### config.mk
export PLATFORM = sky130hd
export DESIGN_NAME = r5p_uart_rx
export DESIGN_NICKNAME = d
export VERILOG_FILES = /design/src/rtl/r5p_uart_pkg.sv /design/src/rtl/r5p_uart_fifo.sv /design/src/rtl/r5p_uart_rx.sv
export SDC_FILE = /design/constraint.sdc
export NUM_CORES = 1
export LEC_CHECK = 0
export CAP_MARGIN = 20
export CORE_ASPECT_RATIO = 0.5
export CORE_UTILIZATION = 60
export DETAILED_ROUTE_END_ITERATION = 12
export PLACE_DENSITY_LB_ADDON = 0.08
export SLEW_MARGIN = 40
export SYNTH_ARGS = -nofsm -noshare
export SYNTH_HDL_FRONTEND = slang
export SYNTH_SLANG_ARGS = --single-unit
### constraint.sdc
create_clock -name clk -period 2.94 [get_ports clk]
set_input_delay 0.588 -clock clk [delete_from_list [all_inputs] [get_ports clk]]
set_output_delay 0.588 -clock clk [all_outputs]
set_load 0.005 [all_outputs]
### src/rtl/r5p_uart_pkg.sv
// Shared types and 8N1 frame constants for the r5p UART receiver.
package r5p_uart_pkg;

   localparam int unsigned DATA_W    = 8;
   localparam int unsigned STOP_BITS = 1;
   localparam int unsigned IDX_W     = $clog2(DATA_W);

   typedef enum logic [1:0] {
      ST_IDLE,
      ST_START,
      ST_DATA,
      ST_STOP
   } uart_state_t;

endpackage

### src/rtl/r5p_uart_fifo.sv
// First-word-fall-through receive FIFO with extra-MSB pointers.
module r5p_uart_fifo
   import r5p_uart_pkg::*;
#(
   parameter int unsigned FIFO_SIZ = 16,
   parameter int unsigned DAT_W    = DATA_W
) (
   input  logic                        clk,
   input  logic                        rst_n,
   input  logic                        wr_vld,
   input  logic [DAT_W-1:0]            wr_dat,
   input  logic                        rd_rdy,
   output logic                        rd_vld,
   output logic [DAT_W-1:0]            rd_dat,
   output logic [$clog2(FIFO_SIZ):0]   cnt,
   output logic                        ovf
);

   localparam int unsigned AW = $clog2(FIFO_SIZ);
   localparam int unsigned PW = AW + 1;

   logic [PW-1:0]    wr_ptr;
   logic [PW-1:0]    rd_ptr;
   logic [DAT_W-1:0] mem [FIFO_SIZ];

   logic empty_c;
   logic full_c;
   logic pop_c;
   logic push_c;

   // Full/empty decode; a push into a full FIFO succeeds only alongside a pop.
   always_comb begin
      empty_c = (wr_ptr == rd_ptr);
      full_c  = (wr_ptr[AW] != rd_ptr[AW]) && (wr_ptr[AW-1:0] == rd_ptr[AW-1:0]);
      pop_c   = rd_rdy & ~empty_c;
      push_c  = wr_vld & (~full_c | pop_c);
   end

   // Pointer and overflow-pulse registers.
   always_ff @(posedge clk) begin
      if (!rst_n) begin
         wr_ptr <= '0;
         rd_ptr <= '0;
         ovf    <= 1'b0;
      end else begin
         if (push_c) wr_ptr <= wr_ptr + PW'(1);
         if (pop_c)  rd_ptr <= rd_ptr + PW'(1);
         ovf <= wr_vld & full_c & ~pop_c;
      end
   end

   // Storage array, no reset so it maps onto distributed RAM.
   always_ff @(posedge clk) begin
      if (push_c) mem[wr_ptr[AW-1:0]] <= wr_dat;
   end

   assign rd_vld = ~empty_c;
   assign rd_dat = mem[rd_ptr[AW-1:0]];
   assign cnt    = wr_ptr - rd_ptr;

endmodule

### src/rtl/r5p_uart_rx.sv
// 8N1 UART receiver: synchronizer, bit-timing FSM and receive FIFO.
module r5p_uart_rx
   import r5p_uart_pkg::*;
#(
   parameter int unsigned BDR_DIV  = 234,
   parameter int unsigned FIFO_SIZ = 16
) (
   input  logic                       clk,
   input  logic                       rst_n,
   input  logic                       uart_rxd,
   output logic                       rx_vld,
   input  logic                       rx_rdy,
   output logic [DATA_W-1:0]          rx_dat,
   output logic [$clog2(FIFO_SIZ):0]  rx_cnt,
   output logic                       err_frm,
   output logic                       err_ovf
);

   localparam int unsigned CW = $clog2(BDR_DIV);

   logic [2:0]        rxd_sync;
   logic              rxd_c;
   logic              fall_c;

   uart_state_t       state;
   uart_state_t       state_nxt;
   logic [CW-1:0]     cnt;
   logic [CW-1:0]     cnt_nxt;
   logic [IDX_W-1:0]  bit_idx;
   logic [IDX_W-1:0]  bit_idx_nxt;
   logic [DATA_W-1:0] shreg;
   logic [DATA_W-1:0] shreg_nxt;
   logic              push_c;
   logic              frm_c;

   // Two-flop synchronizer plus a third flop for falling-edge detection.
   always_ff @(posedge clk) begin
      if (!rst_n) rxd_sync <= '1;
      else        rxd_sync <= {rxd_sync[1:0], uart_rxd};
   end

   assign rxd_c  = rxd_sync[1];
   assign fall_c = rxd_sync[2] & ~rxd_sync[1];

   // Receiver state, bit timer, bit index, shift register and framing pulse.
   always_ff @(posedge clk) begin
      if (!rst_n) begin
         state   <= ST_IDLE;
         cnt     <= '0;
         bit_idx <= '0;
         shreg   <= '0;
         err_frm <= 1'b0;
      end else begin
         state   <= state_nxt;
         cnt     <= cnt_nxt;
         bit_idx <= bit_idx_nxt;
         shreg   <= shreg_nxt;
         err_frm <= frm_c;
      end
   end

   // Next-state logic; every sample is taken when the down-counter reaches zero.
   always_comb begin
      state_nxt   = state;
      cnt_nxt     = cnt;
      bit_idx_nxt = bit_idx;
      shreg_nxt   = shreg;
      push_c      = 1'b0;
      frm_c       = 1'b0;
      case (state)
         ST_IDLE: begin
            if (fall_c) begin
               state_nxt = ST_START;
               cnt_nxt   = CW'(BDR_DIV/2 - 1);
            end
         end
         ST_START: begin
            if (cnt != '0) begin
               cnt_nxt = cnt - CW'(1);
            end else if (!rxd_c) begin
               state_nxt   = ST_DATA;
               cnt_nxt     = CW'(BDR_DIV - 1);
               bit_idx_nxt = '0;
            end else begin
               state_nxt = ST_IDLE;
            end
         end
         ST_DATA: begin
            if (cnt != '0) begin
               cnt_nxt = cnt - CW'(1);
            end else begin
               shreg_nxt = {rxd_c, shreg[DATA_W-1:1]};
               cnt_nxt   = CW'(BDR_DIV - 1);
               if (bit_idx == IDX_W'(DATA_W - 1)) state_nxt = ST_STOP;
               else                               bit_idx_nxt = bit_idx + IDX_W'(1);
            end
         end
         ST_STOP: begin
            if (cnt != '0) begin
               cnt_nxt = cnt - CW'(1);
            end else begin
               // Leave at mid stop bit so a closely following start edge is caught.
               push_c    = rxd_c;
               frm_c     = ~rxd_c;
               state_nxt = ST_IDLE;
            end
         end
         default: state_nxt = ST_IDLE;
      endcase
   end

   r5p_uart_fifo #(
      .FIFO_SIZ (FIFO_SIZ),
      .DAT_W    (DATA_W)
   ) u_fifo (
      .clk    (clk),
      .rst_n  (rst_n),
      .wr_vld (push_c),
      .wr_dat (shreg),
      .rd_rdy (rx_rdy),
      .rd_vld (rx_vld),
      .rd_dat (rx_dat),
      .cnt    (rx_cnt),
      .ovf    (err_ovf)
   );

endmodule

==> out/summary.md <==
- **height of the die** 78.7 µm
- **Final GP Congestion** 0.914
- **warnings from Yosys** 0
- **Core Footprint** 0.0112 mm²
- **area share of the largest cell type after synthesis** 54.4%
- **Layout Nets** 506
- **NetSw** 1.19 mW
- **hold path cells** 1
- **number of enable-type register cells in the synthesized netlist** 128
- **setup TNS** 0 ns
- **Sequential Power Share** 51.4%
- **library cell occupying the most area in the post-synthesis netlist** sky130_fd_sc_hd__edfxtp_1
- **critical path's slowest cell** sky130_fd_sc_hd__mux4_2
- **classification of the worst setup path** reg -> out
- **global-route wire length before repair** 23.2 mm
- **clock skew after layout** 0.0103 ns
- **DRT Pass-1 Iters** 5
- **via count of the first global-routing pass** 4,195
- **die span in x** 155 µm
- **Arrival @ worst endpoint** 2.27 ns
- **minimum clock period after layout** 2.86 ns
- **worst reg2reg endpoint** u_fifo.mem[6][7]
- **critical path fanouts, max** 10
- **share of total power in the clock network** 41.8%
- **Final Hold Violating Endpoints** 0
- **sum of overflow across all layers after global routing** 0
- **# setup viols final** 0
- **transition time at the pin with the least slew margin** 0.761 ns
- **RSZ-0062 raised after global routing** no
- **area added between synthesis and finish** 15.1%
- **sort of element at the end of the critical path** primary output
- **result of the run** completed
- **Peak supply drop** 0.430 mV
- **crit-path max cell delay** 0.48 ns
- **count of distinct cell types in the synthesized netlist** 56
- **switching power share of the total** 23.7%
- **TritonCTS clock tree** built
- **cell repeated most along the worst path** sky130_fd_sc_hd__buf_6
- **# H-tree levels** 4
- **flip-flop cell with the highest count after synthesis** sky130_fd_sc_hd__edfxtp_1
- **internal power** 3.83 mW
- **Net Count, Synth** 469
- **combinational share of power** 6.8%
- **fraction of the cycle the final worst path needs** 97.3%
- **total global-route track usage** 26.6%
- **root buffer cell** sky130_fd_sc_hd__clkbuf_16
- **max-slew violation count** 0
- **number of design-rule violations left by the first detailed-router iteration** 336
- **Port Buffers** 19
- **standby leakage power** 2.72 nW
- **post-detailed-route wirelength per cell** 22.5 µm
- **flop and latch count out of synthesis** 168
- **Initial Utilization** 63.0%
- **layout filler cell count** 719
- **antenna diode count** 0
- **worst hold path class** reg -> reg
- **share of synthesized registers carrying an async set or reset** 0%
- **Final HPWL DP** 9.40 mm
- **count of boundary I/O pins** 20
- **Rows** 27
- **highest attainable clock frequency** 349 MHz
- **FF-to-FF path depth** 7
- **antenna violations before repair** 0
- **post-route standard cell area excluding fillers** 0.00814 mm²
- **clock buffers created by TritonCTS** 17
- **leading cell type by number of instances after synthesis** sky130_fd_sc_hd__edfxtp_1
- **via count** 4,133
- **share of layout cells above drive strength 1** 22.0%
- **sequential element share of the synthesized area** 65.7%
- **cell breakdown of the critical path** buf_6, buf_12, buf_6, mux4_2, mux4_2, buf_6
- **area of the mapped netlist** 0.00707 mm²
- **Max Buffers Root-to-Sink** 2
- **Critical Path End** rx_dat[1]
- **number of sinks driven by the clock tree** 168
- **pin count of the biggest net entering global routing** 33
- **leading post-synthesis cells by instance count** sky130_fd_sc_hd__edfxtp_1 (128), sky130_fd_sc_hd__dfxtp_1 (40), sky130_fd_sc_hd__mux4_2 (40)
- **launching element type of the critical path** flip-flop
- **synthesized netlist cell count** 446
- **Post-DP Area** 0.00747 mm²
- **clock input transition at the sequential cells of the worst setup and hold paths** 0.06 ns
- **number of antenna-violating nets in the routed design** 0
- **Post-Route WL** 14.7 mm
- **number of violations of the max-capacitance limit** 0
- **final cell utilization of the core** 72.5%
- **FF-to-FF setup slack** 0.38 ns
- **insertion delay of the later-clocked pin in the worst-skew pair** 0.43 ns
- **relative max-transition margin** 49.2%
- **post-synthesis average cell area** 15.8 µm²
- **worst reg2reg path startpoint** cnt[0]
- **Vias/cell** 6.31
- **die footprint** 0.0122 mm²
- **hold_buf cts** 0
- **power density over the cells** 617 mW/mm²
- **most area-consuming cells after synthesis** sky130_fd_sc_hd__edfxtp_1 (54%), sky130_fd_sc_hd__mux4_2 (13%), sky130_fd_sc_hd__dfxtp_1 (11%), sky130_fd_sc_hd__ha_1 (3.2%), sky130_fd_sc_hd__a21oi_1 (1.8%)
- **Remaining DRCs** 0
- **Data required, critical path** 2.35 ns
logic make-up (layout without fill, tap and decap cells):
group / after synthesis / count (layout) / share of synthesized area [%]
simple gates: 98 / 98 / 7.95
compound gates: 72 / 72 / 6.64
mux: 42 / 42 / 13.0
xor+xnor: 7 / 7 / 0.868
flops: 168 / 168 / 65.7
fa+ha+maj: 19 / 19 / 3.47
buf+inv: 40 / 90 / 2.30
critical path: cells and delay by family, from the launching register on:
family,cells,cell delay (ns)
flops,1,0.39
buf+inv,4,0.50
mux,2,0.95
through the flow:
stage	instances	hold WS [ns]	setup slack [ns]	power, mW
after floorplan	446	0.386	0.638	2.88
after global placement	612	0.413	0.268	2.94
after detailed placement	612	0.400	0.223	2.96
after CTS	652	0.426	-0.0330	5.03
after global routing	655	0.445	0.00556	5.18
final	655	0.422	0.0780	5.02
what timing repair did:
item / in CTS / in global routing
endpoints found under the setup margin: 9 / 39
setup buffers: 6 / 5
pin swaps: 0 / 1
cloned: 2 / 0
resized for setup: 28 / 9
power by group through the flow:
stage / clock (mW) / combinational [mW] / sequential (mW)
floorplan: 0 / 0.256 / 2.62
global placement: 0 / 0.318 / 2.63
detailed placement: 0 / 0.333 / 2.63
CTS: 2.13 / 0.334 / 2.58
global route: 2.22 / 0.382 / 2.58
finish: 2.10 / 0.342 / 2.58
per-layer routing:
layer	wire, µm	GRT usage, %
met1	6460	36.3
met2	7070	42.8
met3	913	6.06
met4	268	9.22
met5	0	0
worst min-delay path by stage:
stage                            from     endpoint  slack (ns)
after global routing      rxd_sync[0]  rxd_sync[1]        0.44
after global placement    rxd_sync[0]  rxd_sync[1]        0.41
after CTS                 rxd_sync[0]  rxd_sync[1]        0.43
after floorplan           rxd_sync[0]  rxd_sync[1]        0.39
final                     rxd_sync[0]  rxd_sync[1]        0.42
after detailed placement  rxd_sync[0]  rxd_sync[1]        0.40
placed cells by master (no fill, tap or decap), types with 5 or more instances in the layout:
| cell | n |
|---|---|
| sky130_fd_sc_hd__nor2_1 | 15 |
| sky130_fd_sc_hd__buf_4 | 13 |
| sky130_fd_sc_hd__nand4_1 | 5 |
| sky130_fd_sc_hd__a21oi_1 | 26 |
| sky130_fd_sc_hd__clkdlybuf4s50_1 | 10 |
| sky130_fd_sc_hd__edfxtp_1 | 128 |
| sky130_fd_sc_hd__dfxtp_1 | 37 |
| sky130_fd_sc_hd__ha_1 | 18 |
| sky130_fd_sc_hd__clkbuf_16 | 18 |
| sky130_fd_sc_hd__nor3_1 | 6 |
| sky130_fd_sc_hd__nand2_1 | 17 |
| sky130_fd_sc_hd__and2_1 | 16 |
| sky130_fd_sc_hd__o21ai_0 | 11 |
| sky130_fd_sc_hd__inv_1 | 16 |
| sky130_fd_sc_hd__nand3_1 | 13 |
| sky130_fd_sc_hd__mux4_2 | 40 |
area by class of cell:
class / instances / area, µm² / area share (%)
flip-flops and latches: 168 / 4650 / 57.2
clock buffers: 21 / 472 / 5.80
clock inverters: 11 / 90.1 / 1.11
multi-input cells: 238 / 2270 / 27.9
inverters: 18 / 67.6 / 0.831
well taps: 159 / 199 / 2.45
repair buffers: 40 / 389 / 4.78
registers in the layout (all words and copies together), names as in the netlist, named ones only:
signal,flops
state,1
cnt,8
u_fifo.wr_ptr,5
u_fifo.rd_ptr,5
bit_idx,3
shreg,8
u_fifo.mem,128
rxd_sync,3
u_fifo.ovf,1
err_frm,1
(Power assumes the default switching activity.)
